**src/rtl/kfx86_mul_div_pkg.sv**
```systemverilog
// ----------------------------------------------------------------------------
// kfx86_mul_div_pkg
// Shared KFX86 accumulator header: the flags word seen by the accumulator ALU
// and the multiply/divide unit, and the multiply/divide opcode constants.
//
// Configuration macro used by the multiply/divide files:
//   KFX86_SIGNED_MULDIV_EN - enables IMUL/IDIV sign handling.
// ----------------------------------------------------------------------------
package kfx86_mul_div_pkg;

    // Arithmetic status flags, most significant field first.
    typedef struct packed {
        logic o;  // overflow
        logic s;  // sign
        logic z;  // zero
        logic a;  // auxiliary carry
        logic p;  // parity
        logic c;  // carry
    } flags_t;

    localparam logic [1:0] MULDIV_OP_MUL  = 2'b00;
    localparam logic [1:0] MULDIV_OP_IMUL = 2'b01;
    localparam logic [1:0] MULDIV_OP_DIV  = 2'b10;
    localparam logic [1:0] MULDIV_OP_IDIV = 2'b11;

    // Down-counter load value: the counter runs from this value to 0, giving
    // 8 (byte) or 16 (word) iterations.
    function automatic logic [3:0] last_iteration(input logic word);
        return word ? 4'd15 : 4'd7;
    endfunction

endpackage

```
**src/rtl/kfx86_muldiv_datapath.sv**
```systemverilog
// ----------------------------------------------------------------------------
// kfx86_muldiv_datapath
// Combinational single-iteration step of the multiply/divide unit, plus the
// two sign-negation units used for operand magnitudes and result fixup.
//
// Ports:
//   select_word      0 = byte (8-bit) iteration, 1 = word (16-bit)
//   is_div           0 = shift-add multiply step, 1 = restoring divide step
//   hi, lo           current partial remainder/product high half and
//                    quotient/multiplier low half (byte values in [7:0])
//   m                multiplicand or divisor magnitude
//   hi_next, lo_next halves after one iteration
//   neg_in_a/en_a/out_a  32-bit conditional negate (signed builds only)
//   neg_in_b/en_b/out_b  16-bit conditional negate (signed builds only)
//
// Configuration: KFX86_SIGNED_MULDIV_EN adds the negation ports.
// ----------------------------------------------------------------------------
module kfx86_muldiv_datapath
    import kfx86_mul_div_pkg::*;
(
    input  logic        select_word,
    input  logic        is_div,
    input  logic [15:0] hi,
    input  logic [15:0] lo,
    input  logic [15:0] m,
`ifdef KFX86_SIGNED_MULDIV_EN
    input  logic [31:0] neg_in_a,
    input  logic        neg_en_a,
    output logic [31:0] neg_out_a,
    input  logic [15:0] neg_in_b,
    input  logic        neg_en_b,
    output logic [15:0] neg_out_b,
`endif
    output logic [15:0] hi_next,
    output logic [15:0] lo_next
);

    logic [16:0] sum;
    logic [16:0] rem_shift;
    logic [16:0] diff;
    logic        q_bit;

    always_comb begin
        // NOTE: every output gets a default first so no path leaves it
        // unassigned, which would otherwise infer a latch.
        hi_next = hi;
        lo_next = lo;

        // Multiply: add the multiplicand when the current multiplier bit is
        // set, then shift {carry, hi, lo} right by one.
        sum = {1'b0, hi} + (lo[0] ? {1'b0, m} : 17'd0);

        // Divide: shift the next dividend bit into the partial remainder and
        // keep the difference only if the divisor fits.
        rem_shift = select_word ? {hi, lo[15]} : {8'd0, hi[7:0], lo[7]};
        q_bit     = (rem_shift >= {1'b0, m});
        diff      = rem_shift - {1'b0, m};

        if (is_div) begin
            hi_next = q_bit ? diff[15:0] : rem_shift[15:0];
            lo_next = select_word ? {lo[14:0], q_bit} : {8'd0, lo[6:0], q_bit};
        end else begin
            hi_next = select_word ? sum[16:1] : {8'd0, sum[8:1]};
            lo_next = select_word ? {sum[0], lo[15:1]} : {8'd0, sum[0], lo[7:1]};
        end
    end

`ifdef KFX86_SIGNED_MULDIV_EN
    assign neg_out_a = neg_en_a ? (~neg_in_a + 32'd1) : neg_in_a;
    assign neg_out_b = neg_en_b ? (~neg_in_b + 16'd1) : neg_in_b;
`endif

endmodule

```
**src/rtl/kfx86_mul_div.sv**
```systemverilog
// ----------------------------------------------------------------------------
// kfx86_mul_div
// Multi-cycle MUL/IMUL/DIV/IDIV unit for the KFX86 execution stage. One bit is
// processed per cycle; the FSM is IDLE -> CHECK -> RUN -> FIX -> DONE.
//
// Ports:
//   clock, reset     clock; asynchronous active-high reset
//   start            request, sampled only in IDLE
//   opcode           00 MUL, 01 IMUL, 10 DIV, 11 IDIV
//   select_word      0 = byte, 1 = word operation
//   source_low/high  AX / DX (DX used only by word divides)
//   operand          multiplier or divisor (bytes use [7:0])
//   source_flags     incoming flags
//   busy             high from the cycle after start until done, inclusive
//   done             one-cycle completion pulse
//   divide_error     valid with done, requests INT 0
//   result_low/high  AX / DX results (high is 0 for byte operations)
//   out_flags        result flags
//
// Configuration: KFX86_SIGNED_MULDIV_EN enables IMUL/IDIV; without it
// opcode[0] is ignored and FIX is a one-cycle pass-through.
// ----------------------------------------------------------------------------
module kfx86_mul_div
    import kfx86_mul_div_pkg::*;
(
    input  logic        clock,
    input  logic        reset,
    input  logic        start,
    input  logic [1:0]  opcode,
    input  logic        select_word,
    input  logic [15:0] source_low,
    input  logic [15:0] source_high,
    input  logic [15:0] operand,
    input  flags_t      source_flags,
    output logic        busy,
    output logic        done,
    output logic        divide_error,
    output logic [15:0] result_low,
    output logic [15:0] result_high,
    output flags_t      out_flags
);

    typedef enum logic [2:0] {
        ST_IDLE,
        ST_CHECK,
        ST_RUN,
        ST_FIX,
        ST_DONE
    } state_t;

    state_t      state_q, state_d;

    // Latched request.
    logic        lat_div, lat_word;
    logic [15:0] lat_low, lat_high, lat_operand;
    flags_t      lat_flags;

    // Iteration registers.
    logic [15:0] hi_q, lo_q, m_q;
    logic [3:0]  count_q;
    logic [15:0] hi_next, lo_next;

    // CHECK-phase operand preparation.
    logic [31:0] a_raw, a_mask, a_mag;
    logic [15:0] b_raw, b_mag, wmask;
    logic [15:0] init_hi, init_lo, init_m;
    logic        div_zero, div_big, chk_error;

    // FIX-phase results.
    logic [31:0] product_raw, product;
    logic [15:0] quotient, remainder, err_high;
    logic [15:0] fix_low, fix_high;
    flags_t      fix_flags;
    logic        fix_error, mul_ov;

`ifdef KFX86_SIGNED_MULDIV_EN
    logic        lat_signed, neg_q, rem_neg_q, ovf_q;
    logic        a_sign, b_sign;
    logic [31:0] neg_in_a, neg_out_a;
    logic [15:0] neg_in_b, neg_out_b;
    logic        neg_en_a, neg_en_b;
`else
    logic        unused_opcode_lsb;
    assign unused_opcode_lsb = opcode[0];
`endif

    kfx86_muldiv_datapath u_datapath (
        .select_word (lat_word),
        .is_div      (lat_div),
        .hi          (hi_q),
        .lo          (lo_q),
        .m           (m_q),
`ifdef KFX86_SIGNED_MULDIV_EN
        .neg_in_a    (neg_in_a),
        .neg_en_a    (neg_en_a),
        .neg_out_a   (neg_out_a),
        .neg_in_b    (neg_in_b),
        .neg_en_b    (neg_en_b),
        .neg_out_b   (neg_out_b),
`endif
        .hi_next     (hi_next),
        .lo_next     (lo_next)
    );

    assign wmask       = lat_word ? 16'hFFFF : 16'h00FF;
    assign err_high    = lat_word ? lat_high : 16'h0000;
    assign product_raw = lat_word ? {hi_q, lo_q} : {16'd0, hi_q[7:0], lo_q[7:0]};

    // Raw operands: "a" is the multiplicand or dividend, "b" the multiplier
    // or divisor, zero-extended from their natural widths.
    always_comb begin
        a_raw  = lat_div ? (lat_word ? {lat_high, lat_low} : {16'd0, lat_low})
                         : (lat_word ? {16'd0, lat_low}    : {24'd0, lat_low[7:0]});
        a_mask = lat_div ? (lat_word ? 32'hFFFF_FFFF : 32'h0000_FFFF)
                         : (lat_word ? 32'h0000_FFFF : 32'h0000_00FF);
        b_raw  = lat_word ? lat_operand : {8'd0, lat_operand[7:0]};
    end

`ifdef KFX86_SIGNED_MULDIV_EN
    // The negation units convert operands to magnitudes in CHECK and restore
    // signs in FIX.
    always_comb begin
        a_sign   = lat_div ? (lat_word ? lat_high[15] : lat_low[15])
                           : (lat_word ? lat_low[15]  : lat_low[7]);
        b_sign   = lat_word ? lat_operand[15] : lat_operand[7];
        neg_in_a = a_raw;
        neg_en_a = lat_signed & a_sign;
        neg_in_b = b_raw;
        neg_en_b = lat_signed & b_sign;
        if (state_q == ST_FIX) begin
            neg_in_a = lat_div ? {16'd0, lo_q} : product_raw;
            neg_en_a = neg_q;
            neg_in_b = hi_q;
            neg_en_b = rem_neg_q;
        end
    end

    always_comb begin
        a_mag     = neg_out_a & a_mask;
        b_mag     = neg_out_b & wmask;
        product   = neg_out_a & (lat_word ? 32'hFFFF_FFFF : 32'h0000_FFFF);
        quotient  = neg_out_a[15:0] & wmask;
        remainder = neg_out_b & wmask;
    end
`else
    always_comb begin
        a_mag     = a_raw & a_mask;
        b_mag     = b_raw;
        product   = product_raw;
        quotient  = lo_q;
        remainder = hi_q;
    end
`endif

    // Initial iteration state and the early divide-error tests.
    always_comb begin
        init_hi   = lat_div ? (lat_word ? a_mag[31:16] : {8'd0, a_mag[15:8]}) : 16'd0;
        init_lo   = lat_div ? (lat_word ? a_mag[15:0]  : {8'd0, a_mag[7:0]})  : b_mag;
        init_m    = lat_div ? b_mag : a_mag[15:0];
        div_zero  = lat_div && (b_mag == 16'd0);
        // A high half at or above the divisor means the quotient cannot fit.
        div_big   = lat_div && (init_hi >= init_m);
`ifdef KFX86_SIGNED_MULDIV_EN
        // Signed overflow is reported from FIX so it completes at normal time.
        chk_error = div_zero || (div_big && !lat_signed);
`else
        chk_error = div_zero || div_big;
`endif
    end

    // Final results, flags and signed-overflow test.
    always_comb begin
        fix_error = 1'b0;
        fix_flags = lat_flags;
        mul_ov    = 1'b0;
        fix_low   = 16'd0;
        fix_high  = 16'd0;
        if (!lat_div) begin
            fix_low  = product[15:0];
            fix_high = lat_word ? product[31:16] : 16'd0;
            mul_ov   = lat_word ? (|product[31:16]) : (|product[15:8]);
`ifdef KFX86_SIGNED_MULDIV_EN
            if (lat_signed)
                mul_ov = lat_word ? (product[31:16] != {16{product[15]}})
                                  : (product[15:8]  != {8{product[7]}});
`endif
            fix_flags.c = mul_ov;
            fix_flags.o = mul_ov;
        end else begin
            fix_low  = lat_word ? quotient : {remainder[7:0], quotient[7:0]};
            fix_high = lat_word ? remainder : 16'd0;
`ifdef KFX86_SIGNED_MULDIV_EN
            // Quotient magnitude must fit a positive signed value.
            if (lat_signed && (ovf_q || (lat_word ? lo_q[15] : lo_q[7])))
                fix_error = 1'b1;
`endif
        end
        if (fix_error) begin
            fix_low   = lat_low;
            fix_high  = err_high;
            fix_flags = lat_flags;
        end
    end

    // FSM state register.
    always_ff @(posedge clock or posedge reset) begin
        // NOTE: registers are written with non-blocking assignments so every
        // flop samples values from before the edge.
        if (reset) state_q <= ST_IDLE;
        else       state_q <= state_d;
    end

    // FSM next state.
    always_comb begin
        state_d = state_q;
        unique case (state_q)
            ST_IDLE:  if (start) state_d = ST_CHECK;
            ST_CHECK: state_d = chk_error ? ST_DONE : ST_RUN;
            ST_RUN:   if (count_q == 4'd0) state_d = ST_FIX;
            ST_FIX:   state_d = ST_DONE;
            ST_DONE:  state_d = ST_IDLE;
            default:  state_d = ST_IDLE;
        endcase
    end

    assign busy = (state_q != ST_IDLE);
    assign done = (state_q == ST_DONE);

    // Datapath and output registers.
    always_ff @(posedge clock or posedge reset) begin
        if (reset) begin
            lat_div      <= 1'b0;
            lat_word     <= 1'b0;
            lat_low      <= 16'd0;
            lat_high     <= 16'd0;
            lat_operand  <= 16'd0;
            lat_flags    <= '0;
            hi_q         <= 16'd0;
            lo_q         <= 16'd0;
            m_q          <= 16'd0;
            count_q      <= 4'd0;
            divide_error <= 1'b0;
            result_low   <= 16'd0;
            result_high  <= 16'd0;
            out_flags    <= '0;
`ifdef KFX86_SIGNED_MULDIV_EN
            lat_signed   <= 1'b0;
            neg_q        <= 1'b0;
            rem_neg_q    <= 1'b0;
            ovf_q        <= 1'b0;
`endif
        end else begin
            case (state_q)
                ST_IDLE: if (start) begin
                    lat_div     <= opcode[1];
                    lat_word    <= select_word;
                    lat_low     <= source_low;
                    lat_high    <= source_high;
                    lat_operand <= operand;
                    lat_flags   <= source_flags;
`ifdef KFX86_SIGNED_MULDIV_EN
                    lat_signed  <= opcode[0];
`endif
                end
                ST_CHECK: begin
                    hi_q    <= init_hi;
                    lo_q    <= init_lo;
                    m_q     <= init_m;
                    count_q <= last_iteration(lat_word);
`ifdef KFX86_SIGNED_MULDIV_EN
                    neg_q     <= lat_signed & (a_sign ^ b_sign);
                    rem_neg_q <= lat_signed & lat_div & a_sign;
                    ovf_q     <= lat_signed & div_big;
`endif
                    if (chk_error) begin
                        divide_error <= 1'b1;
                        result_low   <= lat_low;
                        result_high  <= err_high;
                        out_flags    <= lat_flags;
                    end
                end
                ST_RUN: begin
                    hi_q    <= hi_next;
                    lo_q    <= lo_next;
                    count_q <= count_q - 4'd1;
                end
                ST_FIX: begin
                    divide_error <= fix_error;
                    result_low   <= fix_low;
                    result_high  <= fix_high;
                    out_flags    <= fix_flags;
                end
                default: ;
            endcase
        end
    end

endmodule

```
**config.mk**
```make
export PLATFORM = sky130hd
export DESIGN_NAME = kfx86_mul_div
export DESIGN_NICKNAME = d
export VERILOG_FILES = /design/src/rtl/kfx86_mul_div_pkg.sv /design/src/rtl/kfx86_muldiv_datapath.sv /design/src/rtl/kfx86_mul_div.sv
export SDC_FILE = /design/constraint.sdc
export NUM_CORES = 1
export LEC_CHECK = 0
export CORE_ASPECT_RATIO = 0.8
export CORE_MARGIN = 3
export CORE_UTILIZATION = 40
export DETAILED_ROUTE_END_ITERATION = 12
export GPL_ROUTABILITY_DRIVEN = 0
export HOLD_SLACK_MARGIN = 0.03
export PLACE_DENSITY = 0.7
export SLEW_MARGIN = 10
export SYNTH_ARGS = -nofsm -noshare
export SYNTH_HDL_FRONTEND = slang
export SYNTH_SLANG_ARGS = --single-unit
```
**constraint.sdc**
```tcl
create_clock -name clock -period 7.5 [get_ports clock]
set_clock_uncertainty 0.2 [all_clocks]
set_input_delay 1.5 -clock clock [delete_from_list [all_inputs] [get_ports clock]]
set_output_delay 1.5 -clock clock [all_outputs]
set_load 0.05 [all_outputs]
```
==> key figures <==
Hold path
  – Hold Path Sink: count_q[0]
  – Min-delay worst type: reg2reg
  – Hold-critical path depth: 1
  – HP Start: count_q[0]

Critical path
  – CP Max Fanout: 35
  – Crit path cell chain: buf_4 > mux2_2 > nand2_1 > ha_1 > nand2b_1 > a21o_1 > a21o_1 > a211o_1 > a211o_1 > a31oi_2 > buf_4 > mux2_2
  – CP endpoint kind: flip-flop
  – R2R Path End: out_flags[3]
  – Worst EP arrival: 4640 ps
  – Max incr delay on CP: 750 ps
  – R2R Setup Slk: 2980 ps
  – CP Class: reg2reg
  – R2r startpoint: lat_word
  – CP max-delay cell: dfrtp_2
  – WP data required: 7620 ps
  – R2R cell count: 12
  – Worst setup SP type: flip-flop

Synthesis
  – Most numerous cell in the Yosys netlist: dfrtp_1
  – Post-synthesis sequential area ratio: 0.4092
  – EDFF count, synth: 0
  – Synth Register Bits: 150
  – Leading area contributor after synthesis: dfrtp_1
  – Post-synth top cells: 150 x dfrtp_1, 89 x nand2_1, 72 x mux2_2
  – Top-area cell type share of the netlist area: 0.4092
  – Largest cells by area after synthesis: dfrtp_1 41%, mux2_2 8.8%, mux2i_1 6.8%
  – Warnings from Yosys: 0
  – Number of distinct library cells after synthesis: slightly above 60
  – Dominant synthesized flop cell: dfrtp_1
  – Syn Std Cell Area: 9173 sq um
  – Gate Count Post-Synth: 918
  – Mapped Avg Cell Area: 9.992 sq um
  – Post-Syn Nets: 1029
  – Share of synthesized registers carrying an async set or reset: 1.000

Route
  – First-pass iteration count of the detailed router: 6
  – Via count: 7606
  – Routed wire per std cell: about 20 um
  – DRC violations left: 0
  – Drt total wl: between 20000 and 30000 um
  – Vias per cell: 5.806
  – Antenna Nets Post-Route: 0
  – DRT iter0 DRCs: 818

Timing
  – Worst-Margin Slew: 1017 ps
  – Fin. max-slew vios: 0
  – RSZ-0062 raised after global routing: no
  – Setup ws final: 2982 ps
  – Final Cycle Share: 0.6023
  – Min cycle time layout: 4518 ps
  – Final hold violations: 0
  – Setup Total Neg Slack: 0 ps
  – Final setup violation count: 0
  – Slew headroom: 0.3198
  – Max Clock Freq: 221.4 MHz

Clock tree
  – CTS buffer count: 17
  – Clock-pin transition on the worst setup and hold timing paths: 70 ps
  – Clock Path Buffers: 2
  – CTS tree: built
  – Worst-skew pair later-pin latency: 430 ps
  – Post-CTS setup buffer count: 0
  – Post-CTS resize count: 0
  – Clock net sink count: 150
  – Hold_buf cts: 0
  – Root Buffer: clkbuf_16
  – Htree depth: 4

Cells and area
  – Area Growth Syn to Fin: 20.71%
  – Fraction of layout cells with a size suffix above 1: 0.1267
  – # diodes: 0
  – Nets: 1108

Power and ir drop
  – Sequential share of power: 0.286
  – Clock network fraction of total power: 0.165
  – Pwr dens: 523.9 nW/um^2
  – Pint: just over 3000 uW
  – Leakage power: 0.004929 uW
  – Sw Ratio: 0.4625
  – Peak VDD IR: 300.6 uV
  – NetSw: 2683 uW
  – Comb power frac: 0.549

Outcome
  – Status: finished clean

GRT
  – Gr usage total: 0.2124
  – Largest net degree at the start of global routing: 101
  – First-pass GRT wire length: between 40000 and 50000 um
  – Vias in the first global route: 7551
  – Initial antenna violation count: 0
  – Congestion Overflow GR: 0

Floorplan
  – FP Rows: 48
  – Initial core utilization: 0.4162
  – Core Box Area: 22040 sq um
  – I/O pin count: 101
  – Die height: about 140 um
  – Die X-Extent: 175.3 um
  – Die ar.: 24800 sq um

Run
  – Max_cap viols: 0

Placed design
  – Worst slack, placed: 3044 ps
  – Port Buffers: 99
  – Post-DP HPWL: 18590 um
## flip-flops by register name, summed over array words and instances (netlist names)
| signal | flops |
|---|---|
| lo_q | 16 |
| lat_div | 1 |
| out_flags | 6 |
| fix_flags | 4 |
| state_q | 3 |
| lat_low | 16 |
| result_high | 16 |
| divide_error | 1 |
| m_q | 16 |
| lat_word | 1 |
| count_q | 4 |
| hi_q | 16 |
| lat_operand | 16 |
| result_low | 16 |
| lat_flags | 2 |
| lat_high | 16 |
## power groups by stage
stage / registers (uW) / clock network (uW) / logic [uW]
3_5_place_dp: 1660 / 0 / 3130
5_1_grt: 1710 / 1000 / 3480
2_1_floorplan: 1750 / 0 / 2120
6_report: 1660 / 958 / 3180
4_1_cts: 1650 / 964 / 3160
3_3_place_gp: 1650 / 0 / 3070
## cells in the final DEF, fill, tap and decap left out, drive strengths merged, types with 22 or more instances in the layout
master,n
dfrtp,150
clkdlybuf4s50,99
nand2,89
mux2,72
mux2i,62
o21ai,59
ha,49
nor2,47
a21oi,43
inv,39
and2,26
a221o,22
and3,22
## cell families after synthesis
kind of cell    after synthesis  share of synthesized area
compound gates              223                     0.1674
xor+xnor                     25                    0.02387
fa+ha+maj                    51                    0.07120
buf+inv                      86                    0.03847
flops                       150                     0.4092
mux                         135                     0.1585
simple gates                248                     0.1314
## critical path, delay by kind of cell, from the launching register on
family / cells / cell delay [ps]
compound gates: 5 / 1370
buf+inv: 2 / 790
mux: 2 / 780
flops: 1 / 750
simple gates: 2 / 240
fa+ha+maj: 1 / 230
## worst max-delay path by stage
stage / cells past startpoint / endpoint / slack (ps) / from
after global placement: 12 / out_flags[3] / 3090 / lat_word
after floorplan: 1 / count_q[0] / 1760 / reset
after detailed placement: 12 / out_flags[3] / 3040 / lat_word
after CTS: 12 / out_flags[3] / 3020 / lat_word
final: 12 / out_flags[3] / 2980 / lat_word
after global routing: 12 / out_flags[4] / 2820 / lat_word
## routing by layer
layer | wire (um) | share of wire | track usage | up-vias
met4 | 426 | 0.016 | 0.05665 | 0
li1 | - | - | - | 3503
met2 | 11310 | 0.44 | 0.3151 | 303
met5 | 0 | 0 | 0 | -
met3 | 1877 | 0.072 | 0.04521 | 30
met1 | 12280 | 0.47 | 0.3146 | 3770
## stage by stage
stage	utilization	instances	total power (uW)	cell area (sq um)	hold WS (ps)
5_1_grt	0.5023	1310	6191	11070	320.5
6_report	0.5023	1310	5801	11070	295.6
2_1_floorplan	-	918	3871	9173	262.5
4_1_cts	0.5023	1310	5769	11070	300.0
3_5_place_dp	0.4730	1278	4782	10430	285.0
3_3_place_gp	0.4730	1278	4716	10430	282.8
## cell type report
class | instances | area, sq um
repair buffers | 112 | 1089
well taps | 300 | 375.4
clock inverters | 11 | 186.4
fillers | 1980 | 10970
clock buffers | 21 | 460.4
inverters | 34 | 132.6
flip-flops and latches | 150 | 3756
multi-input cells | 682 | 5072
Note: power is estimated with default switching activity, not from simulation.
